$ cat config.mk
export PLATFORM = sky130hd
export DESIGN_NAME = core_issue_ctrl
export DESIGN_NICKNAME = d
export VERILOG_FILES = /design/src/rtl/core_pkg.sv /design/src/rtl/core_scoreboard.sv /design/src/rtl/core_issue_ctrl.sv
export SDC_FILE = /design/constraint.sdc
export NUM_CORES = 1
export LEC_CHECK = 0
export ABC_CLOCK_PERIOD_IN_PS = 3600
export BUFFER_PORTS_ARGS = -buffer_cell sky130_fd_sc_hd__buf_4
export CAP_MARGIN = 20
export CORE_MARGIN = 4
export CORE_UTILIZATION = 47
export DETAILED_ROUTE_END_ITERATION = 10
export PLACE_DENSITY = 0.76
export REMOVE_ABC_BUFFERS = 1
export SETUP_SLACK_MARGIN = 0.2
export SKIP_CTS_REPAIR_TIMING = 1
export SLEW_MARGIN = 20
export SYNTH_ARGS = -nofsm -noshare
export SYNTH_HDL_FRONTEND = slang
export SYNTH_HIERARCHICAL = 1
export SYNTH_SLANG_ARGS = --single-unit
$ cat constraint.sdc
create_clock -name CLK -period 3.6 [get_ports CLK]
set_input_delay 0.72 -clock CLK [delete_from_list [all_inputs] [get_ports CLK]]
set_output_delay 0.72 -clock CLK [all_outputs]
set_load 0.03 [all_outputs]
$ cat src/rtl/core_pkg.sv
// Shared definitions for the in-order issue controller: unit encoding,
// controller state, pending-slot layout and a slot-to-busy-mask helper.
package core_pkg;

   localparam logic [1:0] UNIT_ALU = 2'd0;
   localparam logic [1:0] UNIT_MEM = 2'd1;
   localparam logic [1:0] UNIT_FPU = 2'd2;
   localparam logic [1:0] UNIT_SYS = 2'd3;

   typedef enum logic [1:0] {
      ST_RUN   = 2'd0,
      ST_DRAIN = 2'd1,
      ST_SYNC  = 2'd2
   } state_t;

   typedef struct packed {
      logic       valid;
      logic       is_fp;
      logic [4:0] rd;
   } slot_t;

   localparam slot_t SLOT_EMPTY = '0;

   // One-hot busy mask owned by a slot in the requested register file.
   // Integer x0 never appears in a mask. A slot whose instruction writes
   // no register is stored as integer rd=0, so it also yields no mask.
   function automatic logic [31:0] slot_mask(input slot_t s, input logic want_fp);
      logic [31:0] m;
      m = '0;
      if (s.valid && (s.is_fp == want_fp)) begin
         m[s.rd] = 1'b1;
      end
      if (!want_fp) begin
         m[0] = 1'b0;
      end
      return m;
   endfunction

endpackage

$ cat src/rtl/core_scoreboard.sv
// Pending-write scoreboard for the 32 integer and 32 FP registers.
// Set wins over clear so that an issue and a completion aimed at the same
// register in one cycle leave the register busy for the new producer.
module core_scoreboard
   import core_pkg::*;
(
   input  logic        CLK,
   input  logic        RST_N,
   input  logic [31:0] set_int,
   input  logic [31:0] set_fp,
   input  logic [31:0] clr_int,
   input  logic [31:0] clr_fp,
   output logic [31:0] int_busy,
   output logic [31:0] fp_busy,
   output logic [31:0] int_busy_eff,
   output logic [31:0] fp_busy_eff
);

   localparam logic [31:0] INT_KEEP = 32'hFFFF_FFFE;

   // Busy vectors: clear completed writes, then add newly issued ones.
   always_ff @(posedge CLK) begin
      if (!RST_N) begin
         int_busy <= '0;
         fp_busy  <= '0;
      end else begin
         int_busy <= ((int_busy & ~clr_int) | set_int) & INT_KEEP;
         fp_busy  <= (fp_busy & ~clr_fp) | set_fp;
      end
   end

   // Hazard view: a register completing this cycle is already free.
   always_comb begin
      int_busy_eff = int_busy & ~clr_int;
      fp_busy_eff  = fp_busy & ~clr_fp;
   end

endmodule

$ cat src/rtl/core_issue_ctrl.sv
// In-order issue controller between decode and the ALU / LSU / FPU.
// Tracks one outstanding memory op and one outstanding FPU op, stalls decode
// on RAW, WAW and structural hazards, and drains the pipeline for SYS ops.
//
//   state    | meaning
//   ---------+-------------------------------------------------------------
//   ST_RUN   | normal issue; SYS issues at once when nothing is pending
//   ST_DRAIN | SYS waiting for both slots to empty, then issues
//   ST_SYNC  | fence.i issued; I-cache invalidate held until acknowledged
module core_issue_ctrl
   import core_pkg::*;
(
   input  logic        CLK,
   input  logic        RST_N,
   input  logic        ID_VALID,
   output logic        ID_READY,
   input  logic [1:0]  ID_UNIT,
   input  logic        ID_FENCEI,
   input  logic [4:0]  ID_RD_NUM,
   input  logic [4:0]  ID_RS1_NUM,
   input  logic [4:0]  ID_RS2_NUM,
   input  logic        ID_RDVALID,
   input  logic        ID_FRDVALID,
   input  logic        ID_USE_RS1,
   input  logic        ID_USE_RS2,
   input  logic        ID_RS1_F,
   input  logic        ID_RS2_F,
   output logic        ISSUE_ALU,
   output logic        ISSUE_MEM,
   output logic        ISSUE_FPU,
   output logic        ISSUE_SYS,
   input  logic        MEM_DONE,
   input  logic        FPU_DONE,
   output logic        IC_INV,
   input  logic        IC_INV_DONE,
   output logic [31:0] INT_BUSY,
   output logic [31:0] FP_BUSY,
   output logic        IDLE
);

   state_t      state;
   state_t      state_nxt;
   slot_t       mem_slot;
   slot_t       fpu_slot;
   slot_t       new_slot;

   logic        mem_clr;
   logic        fpu_clr;
   logic        mem_vld_eff;
   logic        fpu_vld_eff;
   logic        pending_eff;
   logic        is_sys;
   logic        raw_hz;
   logic        waw_hz;
   logic        str_hz;
   logic        hazard;

   logic [31:0] set_int;
   logic [31:0] set_fp;
   logic [31:0] clr_int;
   logic [31:0] clr_fp;
   logic [31:0] int_busy_eff;
   logic [31:0] fp_busy_eff;

   core_scoreboard u_scoreboard (
      .CLK          (CLK),
      .RST_N        (RST_N),
      .set_int      (set_int),
      .set_fp       (set_fp),
      .clr_int      (clr_int),
      .clr_fp       (clr_fp),
      .int_busy     (INT_BUSY),
      .fp_busy      (FP_BUSY),
      .int_busy_eff (int_busy_eff),
      .fp_busy_eff  (fp_busy_eff)
   );

   // Completion bypass: a DONE only counts against a slot that is occupied.
   always_comb begin
      mem_clr     = MEM_DONE & mem_slot.valid;
      fpu_clr     = FPU_DONE & fpu_slot.valid;
      mem_vld_eff = mem_slot.valid & ~MEM_DONE;
      fpu_vld_eff = fpu_slot.valid & ~FPU_DONE;
      pending_eff = mem_vld_eff | fpu_vld_eff;
      clr_int     = (mem_clr ? slot_mask(mem_slot, 1'b0) : '0)
                  | (fpu_clr ? slot_mask(fpu_slot, 1'b0) : '0);
      clr_fp      = (mem_clr ? slot_mask(mem_slot, 1'b1) : '0)
                  | (fpu_clr ? slot_mask(fpu_slot, 1'b1) : '0);
   end

   // Slot image for the decoded instruction; no destination is stored as x0.
   always_comb begin
      new_slot       = SLOT_EMPTY;
      new_slot.valid = 1'b1;
      if (ID_FRDVALID) begin
         new_slot.is_fp = 1'b1;
         new_slot.rd    = ID_RD_NUM;
      end else if (ID_RDVALID) begin
         new_slot.rd    = ID_RD_NUM;
      end
   end

   // Hazard detection against the bypassed busy view.
   always_comb begin
      is_sys = (ID_UNIT == UNIT_SYS);
      raw_hz = (ID_USE_RS1 & (ID_RS1_F ? fp_busy_eff[ID_RS1_NUM] : int_busy_eff[ID_RS1_NUM]))
             | (ID_USE_RS2 & (ID_RS2_F ? fp_busy_eff[ID_RS2_NUM] : int_busy_eff[ID_RS2_NUM]));
      waw_hz = (ID_FRDVALID & fp_busy_eff[ID_RD_NUM])
             | (ID_RDVALID & ~ID_FRDVALID & int_busy_eff[ID_RD_NUM]);
      str_hz = ((ID_UNIT == UNIT_MEM) & mem_vld_eff)
             | ((ID_UNIT == UNIT_FPU) & fpu_vld_eff);
      hazard = raw_hz | waw_hz | str_hz;
   end

   // State register.
   always_ff @(posedge CLK) begin
      if (!RST_N) begin
         state <= ST_RUN;
      end else begin
         state <= state_nxt;
      end
   end

   // Next-state logic.
   always_comb begin
      state_nxt = state;
      case (state)
         ST_RUN: begin
            if (ID_VALID && is_sys) begin
               if (pending_eff) begin
                  state_nxt = ST_DRAIN;
               end else if (ID_FENCEI) begin
                  state_nxt = ST_SYNC;
               end
            end
         end
         ST_DRAIN: begin
            if (!pending_eff) begin
               state_nxt = (ID_VALID && ID_FENCEI) ? ST_SYNC : ST_RUN;
            end
         end
         ST_SYNC: begin
            if (IC_INV_DONE) begin
               state_nxt = ST_RUN;
            end
         end
         default: state_nxt = ST_RUN;
      endcase
   end

   // Outputs: handshake, issue strobes and invalidate request.
   always_comb begin
      ID_READY = 1'b0;
      IC_INV   = 1'b0;
      case (state)
         ST_RUN:   ID_READY = is_sys ? ~pending_eff : ~hazard;
         ST_DRAIN: ID_READY = ~pending_eff;
         ST_SYNC:  IC_INV   = 1'b1;
         default:  ID_READY = 1'b0;
      endcase
      ISSUE_ALU = ID_VALID & ID_READY & (ID_UNIT == UNIT_ALU);
      ISSUE_MEM = ID_VALID & ID_READY & (ID_UNIT == UNIT_MEM);
      ISSUE_FPU = ID_VALID & ID_READY & (ID_UNIT == UNIT_FPU);
      ISSUE_SYS = ID_VALID & ID_READY & (ID_UNIT == UNIT_SYS);
      set_int   = (ISSUE_MEM | ISSUE_FPU) ? slot_mask(new_slot, 1'b0) : '0;
      set_fp    = (ISSUE_MEM | ISSUE_FPU) ? slot_mask(new_slot, 1'b1) : '0;
      IDLE      = ~mem_slot.valid & ~fpu_slot.valid & (state == ST_RUN);
   end

   // Pending slots: a new issue overrides a same-cycle completion.
   always_ff @(posedge CLK) begin
      if (!RST_N) begin
         mem_slot <= SLOT_EMPTY;
         fpu_slot <= SLOT_EMPTY;
      end else begin
         if (ISSUE_MEM) begin
            mem_slot <= new_slot;
         end else if (mem_clr) begin
            mem_slot <= SLOT_EMPTY;
         end
         if (ISSUE_FPU) begin
            fpu_slot <= new_slot;
         end else if (fpu_clr) begin
            fpu_slot <= SLOT_EMPTY;
         end
      end
   end

endmodule

==> flow_metrics.env, run 1 <==
export IMPL_power_share_clock=0.390
export IMPL_dp_hpwl_um=18600
export IMPL_wire_per_inst_um=25.7
export IMPL_worst_path_buf_inv=3
export IMPL_first_global_vias=7036
export IMPL_num_antenna_cells=0
export IMPL_grt_pass1_wl_um=38900
export IMPL_clk_pin_slew_ns=0.06
export IMPL_hold_path_depth=2
export IMPL_synth_cells=695
export IMPL_via_count=7293
export IMPL_antenna_found_initial=0
export IMPL_row_count=42
export IMPL_max_stage_delay_ns=0.48
export IMPL_synth_yosys_warnings=6
export IMPL_grt_max_degree=48
export IMPL_cts_sinks=79
export IMPL_cp_max_fo=7
export IMPL_root_buffer="clkbuf_16"
export IMPL_io_pins=101
export IMPL_fp_dieArea_um2=15500
export IMPL_crit_path_end_kind="output port"
export IMPL_worstSetupStartpointType="primary input"
export IMPL_worst_slack_ns=-0.578
export IMPL_fp_dieW_um=124
export IMPL_dr_first_iter_drc_count=1031
export IMPL_viasPerCell=6.75
export IMPL_critPathLaunch="MEM_DONE"
export IMPL_cts_buffers_inserted=9
export IMPL_period_minus_slack_ns=4.18
export IMPL_crit_chain="buf_4, nor3b_4, nand2_1, buf_4, o22ai_1, nor2b_1, mux4_2, mux2i_2, a22oi_1, nand4b_1, and4_4, a41oi_4, nor3_2, buf_4"
export IMPL_r2r_end="u_scoreboard/fp_busy[5]$_SDFF_PN0_"
export IMPL_crit_arrival_ns=3.46
export IMPL_firstDrtPassIters=9
export IMPL_slew_limit_headroom=0.0159
export IMPL_gr_usage_all_layers=0.316
export IMPL_initial_core_util=0.481
export IMPL_sw_frac_of_total=0.317
export IMPL_ir_drop_mv=0.303
export IMPL_cp_common_cell="buf_4"
export IMPL_p_int_mw=1.65
export IMPL_syn_area_um2=6360
export IMPL_sequentialPowerShare=0.368
export IMPL_maxCapViolCount=1
export IMPL_areaGrowthSynthToFinish_pct=49.6
export IMPL_violations="max-capacitance violations, negative setup slack"
export IMPL_slowest_stage="mux4_2"
export IMPL_finalSetupViolCount=52
export IMPL_htree_num_levels=3
export IMPL_setup_worst_path_class="in2out"
export IMPL_die_h_um=124
export IMPL_worstSkewPairLatency_ns=0.35
export IMPL_syn_area_per_cell_um2=9.16
export IMPL_fmax_ghz=0.239
export IMPL_place_ws_ns=-0.711
export IMPL_core_area_um2=13200
export IMPL_cp_top_family="simple AND/OR/NAND/NOR gates"
export IMPL_hold_class="reg2reg"
export IMPL_port_buffers=99
export IMPL_setup_tns_final_ns=-12.62
export IMPL_ff2ff_path_depth=18
export IMPL_outcome="complete, but fails checks"
export IMPL_p_leak_nw=3.60
export IMPL_hold_viol_final=0
export IMPL_fin_crit_sh=1.16
export IMPL_drc=0
export IMPL_multiInputGateArea_um2=5310
export IMPL_n_fill_cell=938
export IMPL_min_delay_start="mem_slot[0]$_SDFFE_PN0P_"
export IMPL_maxSlewViolCount=0
export IMPL_holdPathEnd="mem_slot[0]$_SDFFE_PN0P_"
export IMPL_register_area_um2=1600
export IMPL_combPwrFrac=0.243
export IMPL_tritoncts="built"
export IMPL_drive_above_1_share=0.517
export IMPL_skew_ns=0.0110
export IMPL_worstReg2RegStart="mem_slot[2]$_SDFFE_PN0P_"
export IMPL_gp_congestion=1.01
export IMPL_ant_nets=0
export IMPL_grt_ovfl_total=0
export IMPL_worstMarginPinSlew_ns=1.47
export IMPL_fin_nets=929
export IMPL_switchingPower_uw=769
export IMPL_grt_setup_unrepaired="yes"
export IMPL_cp_required_ns=2.88
export IMPL_r2r_slack_ns=-0.23
export IMPL_routed_wl_um=27700
export IMPL_cts_buffer_depth=2
export IMPL_pwr_density_cell_nw_per_um2=254
==> layout make-up <==
| cell class | count | area share |
|---|---|---|
| well taps | 176 | 0.0231 |
| repair buffers | 250 | 0.219 |
| multi-input cells | 555 | 0.558 |
| clock inverters | 3 | 0.00447 |
| inverters | 4 | 0.00158 |
| clock buffers | 13 | 0.0263 |
| flip-flops and latches | 79 | 0.168 |
==> state kept, by name (all words and copies together), names as in the netlist <==
| register | cells |
|---|---|
| u_scoreboard/fp_busy | 32 |
| u_scoreboard/int_busy | 31 |
| fpu_slot | 7 |
| mem_slot | 7 |
| state | 2 |
==> routing by layer <==
layer,part of all wire,vias up,track usage
li1,-,3079,-
met1,0.36,3463,0.398
met2,0.46,604,0.501
met3,0.12,147,0.0922
met4,0.056,0,0.146
met5,0,-,0
==> through the flow <==
step / cells / power (mW) / util / instance area, um2 / hold WS, ns
after global placement: 1039 / 1.31 / 0.602 / 7980 / 0.490
after CTS: 1055 / 2.25 / 0.625 / 8270 / 0.510
final: 1080 / 2.42 / 0.719 / 9520 / 0.514
after global routing: 1080 / 2.48 / 0.719 / 9520 / 0.531
after floorplan: 638 / 1.10 / - / 6020 / 0.462
after detailed placement: 1039 / 1.32 / 0.602 / 7980 / 0.501
==> tightest hold or removal path, cell delays in order (launching register included) <==
cell and delay (ns):
dfxtp_2 0.36, nand2_1 0.06, mux2i_1 0.06
==> worst max-delay path by stage <==
stage	to	slack (ns)	cells after the start
6_report	ISSUE_ALU	-0.58	14
5_1_grt	ISSUE_ALU	-0.68	14
4_1_cts	ISSUE_ALU	-0.73	16
3_5_place_dp	ISSUE_ALU	-0.71	16
3_3_place_gp	ISSUE_ALU	-0.57	13
2_1_floorplan	ISSUE_ALU	-0.74	11
==> power by group through the flow <==
stage | sequential [mW] | combinational (mW) | clock (mW)
final | 0.891 | 0.588 | 0.944
after global routing | 0.891 | 0.604 | 0.982
after CTS | 0.888 | 0.409 | 0.950
after detailed placement | 0.908 | 0.408 | 0
after global placement | 0.907 | 0.402 | 0
after floorplan | 0.912 | 0.191 | 0
==> cell usage in the layout, fill, tap and decap left out, types with 19 or more instances in the layout <==
cell type / instances
dfxtp_1: 69
mux2i_1: 21
nor4_4: 19
buf_4: 224
nor2b_2: 21
nand2_1: 49
o22ai_1: 40
nor2_1: 19
mux4_2: 44
nor3_2: 22
nor2b_1: 58
nand3_1: 29
o21a_1: 66
No activity file was read; power rests on OpenSTA's default activity.
==> inputs of run 2 (changes only) <==
SETUP_SLACK_MARGIN = default   (was 0.2)
==> run 2 against run 1 <==
The flow still finishes with violations (max-capacitance violations, negative setup slack). Clock skew about the same. Power about the same. First-iteration DRC count decreased by 5.7%. Clock-buffer cell count unchanged. Utilization decreased by 0.15 points. Critical path depth unchanged. Wire length increased by 0.13%. Clock power about the same. Hold slack about the same. Via count increased by 0.11%. Die area unchanged. Critical endpoint unchanged. Largest cell class unchanged.
==> flow_metrics.env, run 2 (synthesis gave the netlist of run 1 again) <==
export IMPL_largest_register_ffs=32
export IMPL_areaGrowthSynthToFinish_pct=49.3
export IMPL_hold_viol_final=0
export IMPL_worst_slack_ns=-0.543
export IMPL_maxCapViolCount=1
export IMPL_hold_class="reg2reg"
export IMPL_gp_congestion=1.01
export IMPL_critPathLaunch="MEM_DONE"
export IMPL_fin_crit_sh=1.15
export IMPL_most_common_layout_cells="224 x buf_4, 69 x dfxtp_1, 66 x o21a_1"
export IMPL_fp_dieArea_um2=15500
export IMPL_wire_per_inst_um=25.7
export IMPL_dr_first_iter_drc_count=972
export IMPL_grt_pass1_wl_um=38900
export IMPL_antenna_found_initial=0
export IMPL_dp_hpwl_um=18600
export IMPL_gr_usage_all_layers=0.316
export IMPL_maxSlewViolCount=0
export IMPL_root_buffer="clkbuf_16"
export IMPL_row_count=42
export IMPL_n_fill_cell=942
export IMPL_combPwrFrac=0.242
export IMPL_routed_wl_um=27800
export IMPL_ir_drop_mv=0.303
export IMPL_io_pins=101
export IMPL_grt_max_degree=48
export IMPL_crit_arrival_ns=3.42
export IMPL_cts_buffers_inserted=9
export IMPL_crit_chain="buf_4, nor3b_4, nand2_1, buf_4, o22ai_1, nor2b_1, mux4_2, mux2i_2, a22oi_1, nand4b_1, and4_4, a41oi_4, nor3_2, buf_4"
export IMPL_slowest_stage="mux4_2"
export IMPL_worstSetupStartpointType="primary input"
export IMPL_largestRegisters="u_scoreboard/fp_busy x32, u_scoreboard/int_busy x31"
export IMPL_num_antenna_cells=0
export IMPL_hold_path_depth=2
export IMPL_ant_nets=0
export IMPL_p_int_mw=1.65
export IMPL_cp_common_cell="buf_4"
export IMPL_grt_setup_unrepaired="yes"
export IMPL_finalSetupViolCount=52
export IMPL_cts_sinks=79
export IMPL_slew_limit_headroom=0.00806
export IMPL_sequentialPowerShare=0.368
export IMPL_holdPathEnd="mem_slot[1]$_SDFFE_PN0P_"
export IMPL_fmax_ghz=0.241
export IMPL_skew_ns=0.0107
export IMPL_drive_above_1_share=0.512
export IMPL_htree_num_levels=3
export IMPL_worstSkewPairLatency_ns=0.36
export IMPL_violations="max-capacitance violations, negative setup slack"
export IMPL_worstMarginPinSlew_ns=1.48
export IMPL_top_register="u_scoreboard/fp_busy"
export IMPL_register_area_um2=1600
export IMPL_worstReg2RegStart="fpu_slot[6]$_SDFFE_PN0P_"
export IMPL_fin_nets=929
export IMPL_ff2ff_path_depth=19
export IMPL_initial_core_util=0.481
export IMPL_r2r_slack_ns=-0.23
export IMPL_p_leak_nw=3.60
export IMPL_tritoncts="built"
export IMPL_switchingPower_uw=767
export IMPL_core_area_um2=13200
export IMPL_r2r_end="u_scoreboard/int_busy[7]$_SDFF_PN0_"
export IMPL_port_buffers=99
export IMPL_pwr_density_cell_nw_per_um2=255
export IMPL_min_delay_start="mem_slot[1]$_SDFFE_PN0P_"
export IMPL_first_global_vias=7036
export IMPL_fp_dieW_um=124
export IMPL_die_h_um=124
export IMPL_final_common_cell="buf_4"
export IMPL_cts_buffer_depth=2
export IMPL_finish_utilization=0.718
export IMPL_multiInputGateArea_um2=5290
export IMPL_grt_ovfl_total=0
export IMPL_via_count=7301
export IMPL_viasPerCell=6.76
export IMPL_outcome="complete, but fails checks"
export IMPL_max_stage_delay_ns=0.48
export IMPL_place_ws_ns=-0.711
export IMPL_clk_pin_slew_ns=0.06
export IMPL_period_minus_slack_ns=4.14
export IMPL_cp_max_fo=7
export IMPL_setup_worst_path_class="in2out"
export IMPL_drc=0
export IMPL_power_share_clock=0.390
export IMPL_firstDrtPassIters=6
export IMPL_cp_required_ns=2.88
export IMPL_crit_path_end_kind="output port"
export IMPL_sw_frac_of_total=0.317
[run 2: cell counts in the layout (fill, tap and decap cells not counted)]
Identical to the previous run, type by type.
[run 2: worst max-delay path: cells and delay by family]
family	cells	cell delay, ns
AOI/OAI and AO/OA	3	0.49
buffers and inverters	3	0.49
muxes	2	0.68
and+or+nand+nor	6	1.05
[run 2: layout make-up]
cell class,instances,area share
flip-flops and latches,79,0.168
multi-input cells,555,0.557
repair buffers,250,0.220
inverters,4,0.00158
well taps,176,0.0232
clock inverters,3,0.00448
clock buffers,13,0.0263
[run 2: power groups by stage]
stage	sequential, mW	combinational [mW]	clock [mW]
floorplan	0.912	0.191	0
global placement	0.907	0.402	0
detailed placement	0.908	0.408	0
CTS	0.888	0.409	0.950
global route	0.891	0.603	0.982
finish	0.891	0.587	0.943
[run 2: worst max-delay path by stage]
| stage | end | slack (ns) | depth (start not counted) |
|---|---|---|---|
| 3_3_place_gp | ISSUE_ALU | -0.57 | 13 |
| 2_1_floorplan | ISSUE_ALU | -0.74 | 11 |
| 6_report | ISSUE_ALU | -0.54 | 14 |
| 4_1_cts | ISSUE_ALU | -0.73 | 16 |
| 3_5_place_dp | ISSUE_ALU | -0.71 | 16 |
| 5_1_grt | ISSUE_ALU | -0.68 | 14 |
[run 2: stage by stage]
step / cell area (um2) / hold WS, ns / cells / total power [mW] / setup TNS (ns)
floorplan: 6020 / 0.462 / 638 / 1.10 / -8.14
global placement: 7980 / 0.490 / 1039 / 1.31 / -16.36
detailed placement: 7980 / 0.501 / 1039 / 1.32 / -25.89
CTS: 8270 / 0.510 / 1055 / 2.25 / -4.64
global route: 9500 / 0.531 / 1080 / 2.48 / -17.88
finish: 9500 / 0.515 / 1080 / 2.42 / -11.22
[run 2: per-layer routing]
metal,track usage,wire length (um)
met5,0,0
met4,0.146,1400
met3,0.0922,3100
met2,0.501,13100
met1,0.398,10200
